### src/rtl/muldiv_pkg.sv
// Shared types and constants for the multi-cycle multiply/divide unit.
package muldiv_pkg;

  localparam int unsigned XLEN      = 32;
  localparam int unsigned DIV_ITERS = 32;
  localparam int unsigned CNT_W     = $clog2(DIV_ITERS);
  localparam int unsigned MCNT_W    = 4;

  typedef enum logic [2:0] {
    ST_IDLE,
    ST_MUL,
    ST_DIV,
    ST_FIX,
    ST_DONE
  } state_e;

  localparam logic [5:0] FUNCT_MULT  = 6'h18;
  localparam logic [5:0] FUNCT_MULTU = 6'h19;
  localparam logic [5:0] FUNCT_DIV   = 6'h1A;
  localparam logic [5:0] FUNCT_DIVU  = 6'h1B;
  localparam logic [5:0] FUNCT_MTHI  = 6'h11;
  localparam logic [5:0] FUNCT_MTLO  = 6'h13;

  localparam logic [XLEN-1:0] DIV_BY_ZERO_LO = 32'hFFFF_FFFF;
  localparam logic [XLEN-1:0] INT_MIN        = 32'h8000_0000;

  // Magnitude of v when treated as signed, else v unchanged.
  function automatic logic [XLEN-1:0] mag(input logic [XLEN-1:0] v, input logic is_signed);
    return (is_signed && v[XLEN-1]) ? XLEN'(-v) : v;
  endfunction

endpackage

### src/rtl/div_iter_core.sv
// Unsigned radix-2 restoring divider: load, then one quotient bit per cycle.
module div_iter_core
  import muldiv_pkg::*;
(
  input  logic            clock,
  input  logic            reset,
  input  logic            load,
  input  logic [XLEN-1:0] dividend,
  input  logic [XLEN-1:0] divisor,
  output logic [XLEN-1:0] quotient,
  output logic [XLEN-1:0] remainder,
  output logic            last
);

  logic [XLEN-1:0]  quo_q, quo_d;
  logic [XLEN-1:0]  rem_q, rem_d;
  logic [XLEN-1:0]  dvs_q, dvs_d;
  logic [CNT_W-1:0] cnt_q, cnt_d;
  logic             active_q, active_d;
  logic             last_q, last_d;
  logic [XLEN:0]    trial;

  always_comb begin
    quo_d    = quo_q;
    rem_d    = rem_q;
    dvs_d    = dvs_q;
    cnt_d    = cnt_q;
    active_d = active_q;
    // Shifted partial remainder minus divisor; bit XLEN set means it did not fit.
    trial    = {rem_q, quo_q[XLEN-1]} - {1'b0, dvs_q};
    if (load) begin
      quo_d    = dividend;
      rem_d    = '0;
      dvs_d    = divisor;
      cnt_d    = '0;
      active_d = 1'b1;
    end else if (active_q) begin
      if (!trial[XLEN]) begin
        rem_d = trial[XLEN-1:0];
        quo_d = {quo_q[XLEN-2:0], 1'b1};
      end else begin
        rem_d = {rem_q[XLEN-2:0], quo_q[XLEN-1]};
        quo_d = {quo_q[XLEN-2:0], 1'b0};
      end
      cnt_d = cnt_q + CNT_W'(1);
      if (last_q) active_d = 1'b0;
    end
    last_d = active_d && (cnt_d == CNT_W'(DIV_ITERS - 1));
  end

  always_ff @(posedge clock) begin
    if (reset) begin
      quo_q    <= '0;
      rem_q    <= '0;
      dvs_q    <= '0;
      cnt_q    <= '0;
      active_q <= 1'b0;
      last_q   <= 1'b0;
    end else begin
      quo_q    <= quo_d;
      rem_q    <= rem_d;
      dvs_q    <= dvs_d;
      cnt_q    <= cnt_d;
      active_q <= active_d;
      last_q   <= last_d;
    end
  end

  assign quotient  = quo_q;
  assign remainder = rem_q;
  assign last      = last_q;

endmodule

### src/rtl/muldiv_sequencer.sv
// Multi-cycle mult/div sequencer owning HI/LO.
// Optional MULDIV_CANCEL_EN adds a cancel input that aborts an in-flight op.
module muldiv_sequencer
  import muldiv_pkg::*;
#(
  parameter int unsigned MUL_CYCLES = 2
) (
  input  logic            clock,
  input  logic            reset,
  input  logic            start,
  input  logic [5:0]      Function_opcode,
  input  logic [XLEN-1:0] Ainput,
  input  logic [XLEN-1:0] Binput,
`ifdef MULDIV_CANCEL_EN
  input  logic            cancel,
`endif
  output logic            busy,
  output logic            done,
  output logic [XLEN-1:0] hi,
  output logic [XLEN-1:0] lo
);

  state_e            state_q, state_d;
  logic [XLEN-1:0]   hi_q, hi_d, lo_q, lo_d;
  logic [XLEN-1:0]   a_q, a_d, b_q, b_d;
  logic              sgn_q, sgn_d, q_neg_q, q_neg_d, r_neg_q, r_neg_d;
  logic              special_q, special_d;
  logic [MCNT_W-1:0] mcnt_q, mcnt_d;
  logic              busy_q, busy_d, done_q, done_d;

  logic              load_c, cancel_c, div_special_c, op_signed_c;
  logic [2*XLEN-1:0] a_ext, b_ext, prod_c;
  logic [XLEN-1:0]   div_quo, div_rem, q_fix, r_fix;
  logic              div_last;

`ifdef MULDIV_CANCEL_EN
  assign cancel_c = cancel;
`else
  assign cancel_c = 1'b0;
`endif

  div_iter_core u_div (
    .clock    (clock),
    .reset    (reset),
    .load     (load_c),
    .dividend (mag(Ainput, op_signed_c)),
    .divisor  (mag(Binput, op_signed_c)),
    .quotient (div_quo),
    .remainder(div_rem),
    .last     (div_last)
  );

  // Sign-extend (or zero-extend) to 64 bits so one unsigned multiply covers both forms.
  assign a_ext  = sgn_q ? {{XLEN{a_q[XLEN-1]}}, a_q} : {{XLEN{1'b0}}, a_q};
  assign b_ext  = sgn_q ? {{XLEN{b_q[XLEN-1]}}, b_q} : {{XLEN{1'b0}}, b_q};
  assign prod_c = a_ext * b_ext;

  assign q_fix = q_neg_q ? XLEN'(-div_quo) : div_quo;
  assign r_fix = r_neg_q ? XLEN'(-div_rem) : div_rem;

  assign op_signed_c   = (Function_opcode == FUNCT_DIV);
  assign div_special_c = (Binput == '0) ||
                         (op_signed_c && (Ainput == INT_MIN) && (Binput == '1));

  always_comb begin
    state_d   = state_q;
    hi_d      = hi_q;
    lo_d      = lo_q;
    a_d       = a_q;
    b_d       = b_q;
    sgn_d     = sgn_q;
    q_neg_d   = q_neg_q;
    r_neg_d   = r_neg_q;
    special_d = special_q;
    mcnt_d    = mcnt_q;
    load_c    = 1'b0;

    case (state_q)
      ST_IDLE: begin
        if (start) begin
          case (Function_opcode)
            FUNCT_MTHI: hi_d = Ainput;
            FUNCT_MTLO: lo_d = Ainput;
            FUNCT_MULT, FUNCT_MULTU: begin
              a_d     = Ainput;
              b_d     = Binput;
              sgn_d   = (Function_opcode == FUNCT_MULT);
              mcnt_d  = MCNT_W'(1);
              state_d = ST_MUL;
            end
            FUNCT_DIV, FUNCT_DIVU: begin
              a_d       = Ainput;
              b_d       = Binput;
              sgn_d     = op_signed_c;
              q_neg_d   = op_signed_c && (Ainput[XLEN-1] ^ Binput[XLEN-1]);
              r_neg_d   = op_signed_c && Ainput[XLEN-1];
              special_d = div_special_c;
              load_c    = !div_special_c;
              state_d   = div_special_c ? ST_FIX : ST_DIV;
            end
            default: ;
          endcase
        end
      end
      ST_MUL: begin
        if (mcnt_q == MCNT_W'(MUL_CYCLES)) begin
          hi_d    = prod_c[2*XLEN-1:XLEN];
          lo_d    = prod_c[XLEN-1:0];
          state_d = ST_DONE;
        end else begin
          mcnt_d = mcnt_q + MCNT_W'(1);
        end
      end
      ST_DIV: if (div_last) state_d = ST_FIX;
      ST_FIX: begin
        // Special cases bypass the divider; everything else applies recorded signs.
        if (special_q) begin
          if (b_q == '0) begin
            lo_d = DIV_BY_ZERO_LO;
            hi_d = a_q;
          end else begin
            lo_d = INT_MIN;
            hi_d = '0;
          end
        end else begin
          lo_d = q_fix;
          hi_d = r_fix;
        end
        state_d = ST_DONE;
      end
      ST_DONE: state_d = ST_IDLE;
      default: state_d = ST_IDLE;
    endcase

    if (cancel_c && (state_q == ST_MUL || state_q == ST_DIV || state_q == ST_FIX)) begin
      state_d = ST_IDLE;
      hi_d    = hi_q;
      lo_d    = lo_q;
    end

    busy_d = (state_d == ST_MUL) || (state_d == ST_DIV) || (state_d == ST_FIX);
    done_d = (state_d == ST_DONE);
  end

  always_ff @(posedge clock) begin
    if (reset) begin
      state_q   <= ST_IDLE;
      hi_q      <= '0;
      lo_q      <= '0;
      a_q       <= '0;
      b_q       <= '0;
      sgn_q     <= 1'b0;
      q_neg_q   <= 1'b0;
      r_neg_q   <= 1'b0;
      special_q <= 1'b0;
      mcnt_q    <= '0;
      busy_q    <= 1'b0;
      done_q    <= 1'b0;
    end else begin
      state_q   <= state_d;
      hi_q      <= hi_d;
      lo_q      <= lo_d;
      a_q       <= a_d;
      b_q       <= b_d;
      sgn_q     <= sgn_d;
      q_neg_q   <= q_neg_d;
      r_neg_q   <= r_neg_d;
      special_q <= special_d;
      mcnt_q    <= mcnt_d;
      busy_q    <= busy_d;
      done_q    <= done_d;
    end
  end

  assign busy = busy_q;
  assign done = done_q;
  assign hi   = hi_q;
  assign lo   = lo_q;

endmodule

### config.mk
export PLATFORM = sky130hd
export DESIGN_NAME = muldiv_sequencer
export DESIGN_NICKNAME = d
export VERILOG_FILES = /design/src/rtl/muldiv_pkg.sv /design/src/rtl/div_iter_core.sv /design/src/rtl/muldiv_sequencer.sv
export SDC_FILE = /design/constraint.sdc
export NUM_CORES = 2
export LEC_CHECK = 0
export BUFFER_PORTS_ARGS = -buffer_cell sky130_fd_sc_hd__clkbuf_2
export CAP_MARGIN = 40
export CORE_MARGIN = 4
export CORE_UTILIZATION = 40
export DETAILED_ROUTE_END_ITERATION = 7
export MAX_ROUTING_LAYER = met4
export PLACE_DENSITY = 0.64
export SKIP_LAST_GASP = 1
export SYNTH_ARGS = -nofsm -noshare
export SYNTH_HDL_FRONTEND = slang
export SYNTH_HIERARCHICAL = 1
export SYNTH_SLANG_ARGS = --single-unit
### constraint.sdc
create_clock -name clock -period 22.6 [get_ports clock]
set_input_delay 6.78 -clock clock [delete_from_list [all_inputs] [get_ports clock]]
set_output_delay 6.78 -clock clock [all_outputs]
set_load 0.01 [all_outputs]
After elaboration in Yosys (flattened, before gate mapping)
Cells that the tools add are included.
{"block": "totals", "reg_bits": 244, "inputBits": 73, "output_inout_bits": 66, "word_cells": 118}
{"block": "op_classes", "n_addsub": 7, "mul": 1, "eq_ne": 23, "mux": 41, "bitwise": 1, "reduce_logical": 27}
{"op": "32-bit 2-to-1 mux", "n": 16}
{"op": "32-bit case mux with 3 select lines", "n": 2}
{"op": "64-bit 2-to-1 mux", "n": 2}
{"op": "32-bit negator", "n": 4}
{"op": "32-bit equality test (second input constant)", "n": 2}
{"op": "32-bit zero test", "n": 2}
{"op": "64-bit by 64-bit multiplier with 64-bit output", "n": 1}
{"op": "6-bit by 5-bit equality test with 1-bit output (second input constant)", "n": 6}
{"op": "33-bit by 32-bit subtractor with 33-bit output", "n": 1}
{"op": "31-bit 2-to-1 mux", "n": 1}
{"op": "3-bit by 2-bit equality test with 1-bit output (second input constant)", "n": 4}
{"op": "4-bit 2-to-1 mux", "n": 3}
{"op": "3-bit case mux with 4 select lines", "n": 1}
{"op": "4-bit AND reduction", "n": 3}
{"op": "5-bit 2-to-1 mux", "n": 2}
{"op": "3-bit 2-to-1 mux", "n": 3}
{"op": "3-bit AND reduction", "n": 3}
{"op": "1-bit 2-to-1 mux", "n": 8}
{"op": "4-bit case mux with 2 select lines", "n": 1}
{"op": "3-bit by 1-bit equality test with 1-bit output (second input constant)", "n": 2}
{"op": "1-bit logical AND", "n": 6}
{"op": "2-bit by 1-bit != test with 1-bit output (second input constant)", "n": 3}
{"op": "2-bit != test (second input constant)", "n": 3}
{"op": "3-bit case mux with 2 select lines", "n": 1}
{"op": "other kinds (14)", "n": 20}

Logic depth before layout (Yosys ltp)
{"block": "logic_depth", "ltp_word": 11, "mapped_depth": 36, "mapped_depth_nobuf": 33}

By module
The synthesis kept the hierarchy.
{"mod": "muldiv_sequencer", "n_inst": 1, "cells_each": 6409, "area_each_um2": 57082.2, "seq_area_each_um2": 2822.7}
{"mod": "div_iter_core", "n_inst": 1, "cells_each": 750, "area_each_um2": 6145.9, "seq_area_each_um2": 2062.0}

Worst setup path before layout
No wires, ideal clock.
{"block": "synth_timing", "path_kind": "input to register", "start": "in Ainput[2]", "end": "reg u_div.rem_q[1] (netlist: u_div/remainder[1])", "setup_time_ns": 0.079, "arrival_time_ns": 9.792, "t_required_ns": 22.521, "slack_ns": 12.729, "path_stages": 14, "path_buffers": 2, "cell_sequence": "buf_2 nor3_2 nand3b_1 or3_1 nor3_2 nand3b_1 or4_4 nor3_1 a311oi_1 and3_1 or2_2 clkbuf_1 or3_1 o211ai_1"}
{"block": "synth_via", "elab_chain_len": 9}
{"element": "start, declared", "line": "muldiv_sequencer.sv:12", "rtl": "input logic [XLEN-1:0] Ainput,"}
{"element": "32-bit equality test", "line": "muldiv_sequencer.sv:63", "rtl": "(op_signed_c && (Ainput == INT_MIN) && (Binput == '1));"}
{"element": "1-bit logical AND (2 in a row)", "line": "muldiv_sequencer.sv:63"}
{"element": "1-bit logical OR", "line": "muldiv_sequencer.sv:62", "rtl": "assign div_special_c = (Binput == '0) ||"}
{"element": "1-bit zero test", "line": "muldiv_sequencer.sv:98", "rtl": "load_c = !div_special_c;"}
{"element": "1-bit 2-to-1 mux", "line": "muldiv_sequencer.sv:81", "rtl": "case (Function_opcode)"}
{"element": "1-bit 2-to-1 mux", "line": "muldiv_sequencer.sv:80", "rtl": "if (start) begin"}
{"element": "1-bit 2-to-1 mux", "line": "muldiv_sequencer.sv:78", "rtl": "case (state_q)"}
{"element": "net load_c", "line": "muldiv_sequencer.sv:31", "rtl": "logic load_c, cancel_c, div_special_c, op_signed_c;"}
{"element": "2-bit OR reduction (no source line)"}
{"element": "end signal, assigned", "line": "div_iter_core.sv:61", "rtl": "rem_q <= rem_d;"}
{"element": "end, declared", "line": "div_iter_core.sv:16", "rtl": "logic [XLEN-1:0] rem_q, rem_d;"}
The timed path passes the listed nets, and every way through them passes these cells.
A chain may end at the register's enable or synchronous reset.

Final worst setup path
{"block": "layout_timing", "start": "in Ainput[0]", "end": "reg u_div.rem_q[27] (netlist: u_div/remainder[27])"}
The elaborated chain is that of the path after synthesis.

==> results.md <==
- Root buf cell: clkbuf_16
- Relative slew margins: 38.1%
- CP arrival: 11.64 ns
- Setup_tns: 0 ns
- Syn Nets: 9,000
- Ys flop type: dfxtp_1
- Clk pwr share: 45.1%
- Drt total wl: 200 mm
- Worst Setup Slack, final: 11.49 ns
- Final Hold Viols: 0
- Post-synthesis sequential area ratio: 7.73%
- Tightest Hold Check Type: flop to flop
- Max cap viols: 0
- Flop pwr share: 38.5%
- GP Congestion: 0.998
- Ys Warns: 6
- DRC: 0
- CTS sink cnt: 244
- IR drop worst, VDD: 64.7 uV
- Share of flip-flops with an asynchronous set or reset: 0%
- CP Launch Type: primary input
- Met3 GRT Util: 3.47%
- Syn Std Cell Area: 63,200 um^2
- Max Slew Vio Count: 0
- Pleak: 33.1 nW
- Sw power: 0.350 mW
- Post-layout util: 42.7%
- Synth top area share: 45.0%
- Met1 Usage GRT: 34.7%
- Total global-route track usage: 25.5%
- First-pass GRT wire length: 312 mm
- Crit path largest cell delay: 0.54 ns
- Crit path max fanout: 76
- Setup bufs post-CTS: 0
- RSZ-0062 raised after global routing: false
- Post-DP HPWL: 165 mm
- Top-Level Pins: 139
- Most instantiated cells after synthesis: inv_1 (1,597), fa_1 (1,420), nand2_1 (807)
- Most frequent cell after synthesis: inv_1
- Resized cells post-CTS: 0
- Yosys reg bits: 244
- Initial antenna violation count: 14
- Worst Setup Path Type: primary input to flop
- Peak Freq: 90.0 MHz
- Clock-pin transition on the worst setup and hold timing paths: 0.06 ns
- Placed cells: 9,058
- Pint: 0.810 mW
- Minimum clock period: 11.11 ns
- Final critical-path share of the clock period: 49.2%
- Vias in the first global route: 51.2k
- Power per Cell Area: 17.3 nW/um^2
- Synth area leader: fa_1
- Crit end category: flop
- Max clock buf depth: 3
- Synth top area cells: fa_1 (45%), inv_1 (9.5%), dfxtp_1 (7.7%)
- Crit path max-delay cell type: or4_1
- Vias per std cell: 5.32
- CTS tree: yes
- Worst skew pair latency: 0.60 ns
- Layout cells sized above 1: 4.81%
- Syn Area/Cell: 8.83 um^2
- Row count: 145
- Area grow syn2layout: 5.75%
- I/O Buffers: 138
- First-pass DRT Iterations: 6
- Core area: 157,000 um^2
- Vias: 48.5k
- Sw frac: 30.2%
- CTS hold repair buffers: 0
- Data required, critical path: 23.13 ns
- Final setup vio count: 0
- H-tree Lvls: 1
- Combinational power share: 16.4%
- Clock Skew: 0.0227 ns
- Run status: complete, no violations
- Worst Tran Pin Value: 0.929 ns
- Post-synth EDFFs: 0
- Routed len/inst: 21.9 um
- Non-Filler Instances: 9,123
- Critical path cell sequence: clkbuf_2 > inv_1 > ha_1 > nand3b_1 > or3_1 > nor3_2 > nand3b_1 > or4_4 > nor3_1 > a311oi_1 > and3_4 > buf_4 > nor2_1 > buf_4 > nand2_1 > or4_1 > o21ai_1
- Die Y: 406 um
- Initial core utilization: 40.3%
- Post-synthesis instance total: 7,159
- Layout Nets: 8,873
- Total CTS buffers: 30
- Post-Place Setup Slack: 10.94 ns
- ANT nets after route: 0
- Overflow after GRT: 0
- Die area: 164,000 um^2
- Met2 Track Usage GR: 40.0%
- Netlist cell types: 95
- Die width: 406 um
- First DRT Iteration DRCs: 3,742
- GR peak layer: met2
- Largest net degree at the start of global routing: 78
worst max-delay path, delay by kind of cell:
| family | cells | cell delay [ns] |
|---|---|---|
| buf+inv | 4 | 1.15 |
| simple gates | 10 | 3.23 |
| compound gates | 2 | 0.21 |
| fa+ha+maj | 1 | 0.20 |
stage by stage:
stage               power [mW]  hold WS (ns)  instance area (um^2)
floorplan                0.575         0.460                 63200
finish                    1.16         0.455                 66900
global placement         0.641         0.438                 65700
global route              1.19         0.481                 66900
CTS                       1.16         0.455                 66800
detailed placement       0.642         0.448                 65800
area by class of cell:
cell class                      instances  area [um^2]
Antenna cell                           12         30.0
Clock buffer                           42          866
Clock inverter                         11          179
Fill cell                           15600        89900
Inverter                             1598         6000
Multi-Input combinational cell       4916        50800
Sequential cell                       244         4890
Tap cell                             2058         2570
Timing Repair Buffer                  242         1520
final timing paths:
check | slack, ns | startpoint | depth (start not counted) | end
worst min register to register | 0.45 | b_q[12] | 2 | b_q[12]
worst max register to register | 12.25 | a_q[31] | 31 | hi[31]
worst max-delay path | 11.49 | Ainput[0] | 17 | u_div/remainder[27]
worst min-delay path | 0.45 | b_q[12] | 2 | b_q[12]
kinds of logic (layout without fill, tap and decap cells):
| group | count (synthesis) | in the layout | share of synthesized area [%] |
|---|---|---|---|
| XOR/XNOR | 262 | 262 | 3.63 |
| AND/OR/NAND/NOR | 1984 | 1984 | 15.3 |
| AO/OA/AOI/OAI | 806 | 806 | 8.02 |
| flip-flops | 244 | 244 | 7.73 |
| buffers and inverters | 1999 | 1893 | 12.0 |
| other | 0 | 12 | 0 |
| adder cells (fa/ha/maj) | 1772 | 1772 | 51.9 |
| multiplexers | 92 | 92 | 1.46 |
power by group through the flow:
stage / clock network, mW / registers, mW / logic, mW
after floorplan: 0 / 0.452 / 0.122
after global placement: 0 / 0.456 / 0.185
after detailed placement: 0 / 0.456 / 0.186
after CTS: 0.527 / 0.446 / 0.187
after global routing: 0.542 / 0.447 / 0.203
final: 0.523 / 0.446 / 0.191
routing by layer:
metal / vias up / part of all wire (%)
met3: 286 / 7.2
met5: - / 0
li1: 21300 / -
met4: 0 / 3.4
met1: 25100 / 43
met2: 1801 / 46
flip-flops by register name, summed over array words and instances, names as in the netlist:
signal / cells
a_q: 32
b_q: 32
hi: 32
lo: 32
u_div/dvs_q: 32
u_div/quotient: 32
u_div/remainder: 32
u_div/cnt_q: 5
mcnt_q: 4
state_q: 3
busy: 1
done: 1
q_neg_q: 1
r_neg_q: 1
sgn_q: 1
special_q: 1
u_div/active_q: 1
u_div/last: 1
placed cells by master (no fill, tap or decap), types with 14 or more instances in the layout:
cell type	n
inv_1	1597
nand2b_1	16
fa_1	1420
a311oi_1	14
and3_1	33
o21ai_0	185
or4_1	16
nor4_1	25
nand2_1	806
nor2b_1	15
a21o_1	54
nand4_1	41
and2_1	577
nor3_1	55
a211oi_1	40
nand3_1	44
dfxtp_1	241
buf_4	99
or3_1	19
a31oi_1	27
o31ai_1	30
xor2_1	94
o21bai_1	17
xnor2_1	168
o211ai_1	19
mux2i_1	90
a21oi_1	273
clkbuf_16	30
a221oi_1	25
clkbuf_2	137
ha_1	348
o21a_1	15
nor2_1	285
Note: power is estimated with default switching activity, not from simulation.
